[config.mk]
export PLATFORM = sky130hd
export DESIGN_NAME = univ_shift_reg
export DESIGN_NICKNAME = d
export VERILOG_FILES = /design/src/rtl/univ_shift_reg.sv
export SDC_FILE = /design/constraint.sdc
export NUM_CORES = 1
export LEC_CHECK = 0
export CAP_MARGIN = 25
export CORE_UTILIZATION = 41
export DETAILED_ROUTE_END_ITERATION = 16
export PLACE_DENSITY = 0.77
export RECOVER_POWER = 100
export SLEW_MARGIN = 15
export SYNTH_ARGS = -nofsm -noshare
export SYNTH_HDL_FRONTEND = slang
export SYNTH_SLANG_ARGS = --single-unit
[constraint.sdc]
create_clock -name clk -period 2.65 [get_ports clk]
set_input_delay 0.795 -clock clk [delete_from_list [all_inputs] [get_ports clk]]
set_output_delay 0.795 -clock clk [all_outputs]
set_load 0.005 [all_outputs]
[src/rtl/univ_shift_reg.sv]
`default_nettype none
// ============================================================================
// Module   : univ_shift_reg
// Brief    : Universal shift register with bidirectional shifting, parallel
//            load and a saturating occupancy counter.
// Revision : 1.0  initial release
// ============================================================================
module univ_shift_reg #(
  parameter int WIDTH = 1,
  parameter int DEPTH = 4,
  parameter int CW    = $clog2(DEPTH + 1)
) (
  input  logic                     clk,
  input  logic                     rst_n,
  input  logic                     en,
  input  logic [1:0]               mode,
  input  logic [WIDTH-1:0]         sin_r,
  input  logic [WIDTH-1:0]         sin_l,
  input  logic [WIDTH*DEPTH-1:0]   pin,
  output logic [WIDTH-1:0]         sout_r,
  output logic [WIDTH-1:0]         sout_l,
  output logic [WIDTH*DEPTH-1:0]   pout,
  output logic [CW-1:0]            count,
  output logic                     full,
  output logic                     empty
);

  localparam logic [1:0]    c_mode_hold  = 2'b00;
  localparam logic [1:0]    c_mode_right = 2'b01;
  localparam logic [1:0]    c_mode_left  = 2'b10;
  localparam logic [1:0]    c_mode_load  = 2'b11;
  localparam logic [CW-1:0] c_depth      = CW'(DEPTH);
  localparam logic [CW-1:0] c_zero       = '0;

  logic [WIDTH-1:0] r_stage [DEPTH];
  logic [CW-1:0]    r_count;

  // The counter only saturates; data always moves and the outgoing word drops.
  always_ff @(posedge clk) begin
    if (!rst_n) begin
      for (int k = 0; k < DEPTH; k++) begin
        r_stage[k] <= '0;
      end
      r_count <= '0;
    end else if (en) begin
      case (mode)
        c_mode_right: begin
          r_stage[0] <= sin_r;
          for (int k = 1; k < DEPTH; k++) begin
            r_stage[k] <= r_stage[k-1];
          end
          if (r_count != c_depth) begin
            r_count <= r_count + 1'b1;
          end
        end
        c_mode_left: begin
          r_stage[DEPTH-1] <= sin_l;
          for (int k = 0; k < DEPTH - 1; k++) begin
            r_stage[k] <= r_stage[k+1];
          end
          if (r_count != c_zero) begin
            r_count <= r_count - 1'b1;
          end
        end
        c_mode_load: begin
          for (int k = 0; k < DEPTH; k++) begin
            r_stage[k] <= pin[k*WIDTH +: WIDTH];
          end
          r_count <= c_depth;
        end
        c_mode_hold: begin
        end
        default: begin
        end
      endcase
    end
  end

  generate
    for (genvar k = 0; k < DEPTH; k++) begin : g_pack
      assign pout[k*WIDTH +: WIDTH] = r_stage[k];
    end
  endgenerate

  assign sout_r = r_stage[DEPTH-1];
  assign sout_l = r_stage[0];
  assign count  = r_count;
  assign full   = (r_count == c_depth);
  assign empty  = (r_count == c_zero);

endmodule
`default_nettype wire

==> impl_metrics.xml <==
<?xml version="1.0" encoding="UTF-8"?>
<metrics>
  <group name="worst_setup_path">
    <metric name="critical_path.n_buffers_inverters" unit="">2</metric>
    <metric name="regToRegEndpoint" unit="">count[1]$_SDFFE_PN0P_</metric>
    <metric name="critical_path.reg2reg.startpoint" unit="">count[1]$_SDFFE_PN0P_</metric>
    <metric name="cp_top_family" unit="">buffers and inverters</metric>
    <metric name="setup.worst_path.class" unit="">in -&gt; reg</metric>
    <metric name="critical_path_required" unit="ps">2650</metric>
    <metric name="cp_slowest_cell" unit="">sky130_fd_sc_hd__dlygate4sd3_1</metric>
    <metric name="r2r.worst_path.cells" unit="">6</metric>
    <metric name="cp-end-kind" unit="">register</metric>
    <metric name="worst_path_largest_cell_delay" unit="ps">540</metric>
    <metric name="worst_setup_path_start_kind" unit="">input pin</metric>
    <metric name="worstPathCellList" unit="">dlygate4sd3_1 &gt; clkbuf_1 &gt; mux2_2 &gt; a22oi_1 &gt; nor2_1</metric>
    <metric name="critPathMaxFanout" unit="">10</metric>
    <metric name="worst_ep_arrival_time" unit="ps">2380</metric>
    <metric name="r2r_setup_slack" unit="ps">1120</metric>
  </group>
  <group name="layout">
    <metric name="final_core_utilization" unit="%">64.6</metric>
    <metric name="antenna_cells_inserted" unit="">0</metric>
    <metric name="final-seq-area" unit="µm²">180</metric>
    <metric name="final_layout_size_suffix_gt1_share" unit="%">10.3</metric>
    <metric name="area_growth_syn_to_layout" unit="%">38.8</metric>
    <metric name="multi_input_area" unit="µm²">294</metric>
    <metric name="nets" unit="">91</metric>
    <metric name="final.fill_count" unit="">114</metric>
  </group>
  <group name="clock_tree">
    <metric name="clk_root_buffer_cell" unit="">sky130_fd_sc_hd__clkbuf_4</metric>
    <metric name="worst_skew_pair.late_latency" unit="ps">250</metric>
    <metric name="clk_transition_reported_paths" unit="ps">60</metric>
    <metric name="cts_sinks" unit="">7</metric>
    <metric name="cts_buffers" unit="">3</metric>
    <metric name="number_of_buffers_between_clock_root_and_the_deepest_sink" unit="">2</metric>
    <metric name="cts_max_level" unit="">1</metric>
    <metric name="tritoncts" unit="">built</metric>
    <metric name="cts-hold-fix-buffers" unit="">0</metric>
    <metric name="postCtsSetupBuffers" unit="">0</metric>
    <metric name="cts_resized" unit="">0</metric>
  </group>
  <group name="synthesis">
    <metric name="syn_area_per_cell" unit="µm²">8.97</metric>
    <metric name="dominantRegCellSynth" unit="">sky130_fd_sc_hd__edfxtp_1</metric>
    <metric name="synth_cell_area" unit="µm²">538</metric>
    <metric name="portion_of_the_post_synthesis_area_used_by_sequential_elements" unit="%">33.5</metric>
    <metric name="synth-edff-count" unit="">4</metric>
    <metric name="share_of_flip_flops_with_an_asynchronous_set_or_reset" unit="%">0</metric>
    <metric name="yosysWarnings" unit="">0</metric>
    <metric name="postSynthCellCount" unit="">60</metric>
    <metric name="postSynthNetCount" unit="">72</metric>
    <metric name="netlist-cell-type-count" unit="">28</metric>
    <metric name="postSynthRegisterBits" unit="">7</metric>
  </group>
  <group name="grt">
    <metric name="grt.total_usage" unit="%">18.8</metric>
    <metric name="grt_first_pass_wirelength" unit="mm">1.83</metric>
    <metric name="grt_overflow" unit="">0</metric>
    <metric name="grt_max_degree" unit="">11</metric>
    <metric name="antenna_found_initial" unit="">0</metric>
    <metric name="via_count_of_the_first_global_routing_pass" unit="">449</metric>
  </group>
  <group name="detailed_routing">
    <metric name="via_per_inst" unit="">5.18</metric>
    <metric name="drcViolationCount" unit="">0</metric>
    <metric name="drt.antenna.violating_nets" unit="">0</metric>
    <metric name="routedWlPerCell" unit="µm">11.5</metric>
    <metric name="route.final.wire_length" unit="mm">1.06</metric>
    <metric name="vias" unit="">477</metric>
    <metric name="drtIter0Drc" unit="">5</metric>
    <metric name="drt_pre_antenna_iters" unit="">4</metric>
  </group>
  <group name="pwr">
    <metric name="leakage" unit="nW">0.327</metric>
    <metric name="report.power.total" unit="µW">324</metric>
    <metric name="vdd_ir_max" unit="mV">0.294</metric>
    <metric name="p_per_area" unit="mW/mm²">433</metric>
  </group>
  <group name="flow_run">
    <metric name="drv.max_cap_violation_count" unit="">0</metric>
  </group>
  <group name="timing">
    <metric name="max_slew.worst_pin.slew" unit="ps">518</metric>
    <metric name="finClkSkew" unit="ps">6.98</metric>
    <metric name="final-hold-violation-count" unit="">0</metric>
    <metric name="slew-limit-headroom" unit="%">65.4</metric>
    <metric name="layout_min_cycle_time" unit="ps">2380</metric>
    <metric name="maxClockFrequency" unit="GHz">0.420</metric>
    <metric name="unrepaired_setup_endpoints_after_global_routing" unit="">false</metric>
    <metric name="setup-violations-final" unit="">0</metric>
    <metric name="post_route_fraction_of_the_period_consumed_by_the_critical_path" unit="%">89.8</metric>
    <metric name="finalSetupTns" unit="ps">0</metric>
    <metric name="hold_ws" unit="ps">638</metric>
    <metric name="final_max_slew_viol_count" unit="">0</metric>
  </group>
  <group name="floorplan">
    <metric name="core" unit="mm²">0.00116</metric>
    <metric name="start_util" unit="%">46.5</metric>
    <metric name="std_cell_rows" unit="">12</metric>
    <metric name="die_y" unit="µm">38.2</metric>
    <metric name="i_o_pins" unit="">22</metric>
    <metric name="floorplan.die.width" unit="µm">38.2</metric>
    <metric name="dieArea" unit="mm²">0.00146</metric>
  </group>
  <group name="place">
    <metric name="hpwl" unit="µm">794</metric>
    <metric name="buffers_on_ports" unit="">21</metric>
    <metric name="finalWeightedCongestion" unit="">0.748</metric>
  </group>
  <group name="hold_path">
    <metric name="whs_path_depth" unit="">2</metric>
    <metric name="hold_class" unit="">reg -&gt; reg</metric>
    <metric name="timing.hold.worst_endpoint" unit="">r_stage[2]$_DFFE_PP_</metric>
    <metric name="worstHoldStart" unit="">r_stage[3]$_DFFE_PP_</metric>
  </group>
  <group name="status">
    <metric name="outcome" unit="">complete, no violations</metric>
  </group>
</metrics>
-- cells in the final DEF (no fill, tap or decap), drive strengths merged --
cell type and count:
dlygate4sd3 13, clkdlybuf4s50 8, nand2 6, nor2 6, clkbuf 6, mux2 4, a22oi 4, edfxtp 4
dfxtp 3, nor2b 2, o21ai 2, xor2 2, mux2i 2, a21oi 2, o211a 2, nor3b 1
nor3 1, xnor2 1, o311a 1, o21a 1, nand3b 1, o31ai 1, or2b 1, inv 1
maj3 1, ha 1, buf 1
-- metal layers --
metal	global-route usage, %	wire length, µm	vias to the layer above
li1	-	-	244
met5	0	0	-
met4	13.4	8	0
met3	3.49	63	2
met1	19.4	469	211
met2	33.5	513	20
-- per-stage QoR --
step	cell area, µm²	instances	setup slack [ps]
floorplan	538	60	548
global placement	728	88	185
detailed placement	728	88	171
CTS	754	92	394
global route	747	92	151
finish	747	92	269
-- worst reg2reg max path, stage by stage (launching register included) --
cell and delay, ps:
sky130_fd_sc_hd__dfxtp_1 480, sky130_fd_sc_hd__xor2_1 120, sky130_fd_sc_hd__ha_1 280, sky130_fd_sc_hd__inv_1 40, sky130_fd_sc_hd__maj3_1 340, sky130_fd_sc_hd__nand2_1 70, sky130_fd_sc_hd__o211a_1 150
-- cells by family (layout without fill, tap and decap cells) --
logic type	count (synthesis)	in the layout	share of synthesized area (%)
AOI/OAI and AO/OA	13	13	17.7
xor gates and xnor gates	3	3	4.88
adders and majority gates	2	2	4.19
buffers and inverters	11	29	11.9
DFF	7	7	33.5
muxes	6	6	12.1
and+or+nand+nor	18	18	15.8
-- report_power, final --
part           total (mW)  internal, mW  switching, mW
registers           0.135         0.124         0.0112
clock network      0.0968        0.0574         0.0394
logic              0.0915        0.0570         0.0345
total               0.324         0.239         0.0851
-- registers in the layout (all words and copies together) (netlist names) --
signal and cells:
r_stage 4, count 3
-- layout make-up --
| class | count | share of cell area [%] |
|---|---|---|
| multi-input combinational | 42 | 39.4 |
| timing repair buffer | 24 | 30.2 |
| sequential | 7 | 24.1 |
| clock buffer | 4 | 3.52 |
| tap | 14 | 2.35 |
| inverter | 1 | 0.503 |
-- worst max-delay path by stage --
stage | start | endpoint | slack, ps | cells after the start
after CTS | count[2]$_SDFFE_PN0P_ | full | 390 | 2
after floorplan | mode[1] | count[1]$_SDFFE_PN0P_ | 550 | 8
after global routing | mode[1] | r_stage[1]$_DFFE_PP_ | 150 | 5
after global placement | mode[1] | count[2]$_SDFFE_PN0P_ | 190 | 8
after detailed placement | mode[1] | count[1]$_SDFFE_PN0P_ | 170 | 8
final | mode[1] | r_stage[1]$_DFFE_PP_ | 270 | 5
-- synth_stat cells (2+ instances only) --
cell / n / area, µm²
sky130_fd_sc_hd__dfxtp_1: 3 / 60.1
sky130_fd_sc_hd__buf_2: 2 / 10.0
sky130_fd_sc_hd__o211a_1: 2 / 20.0
sky130_fd_sc_hd__xor2_1: 2 / 17.5
sky130_fd_sc_hd__nor2b_1: 2 / 12.5
sky130_fd_sc_hd__mux2i_1: 2 / 20.0
sky130_fd_sc_hd__o21ai_0: 2 / 10.0
sky130_fd_sc_hd__a21oi_1: 2 / 10.0
sky130_fd_sc_hd__buf_4: 5 / 37.5
sky130_fd_sc_hd__edfxtp_1: 4 / 120
sky130_fd_sc_hd__mux2_2: 4 / 45.0
sky130_fd_sc_hd__nand2_1: 6 / 22.5
sky130_fd_sc_hd__nor2_1: 6 / 22.5
sky130_fd_sc_hd__a22oi_1: 4 / 30.0
Note: power is estimated with default switching activity, not from simulation.
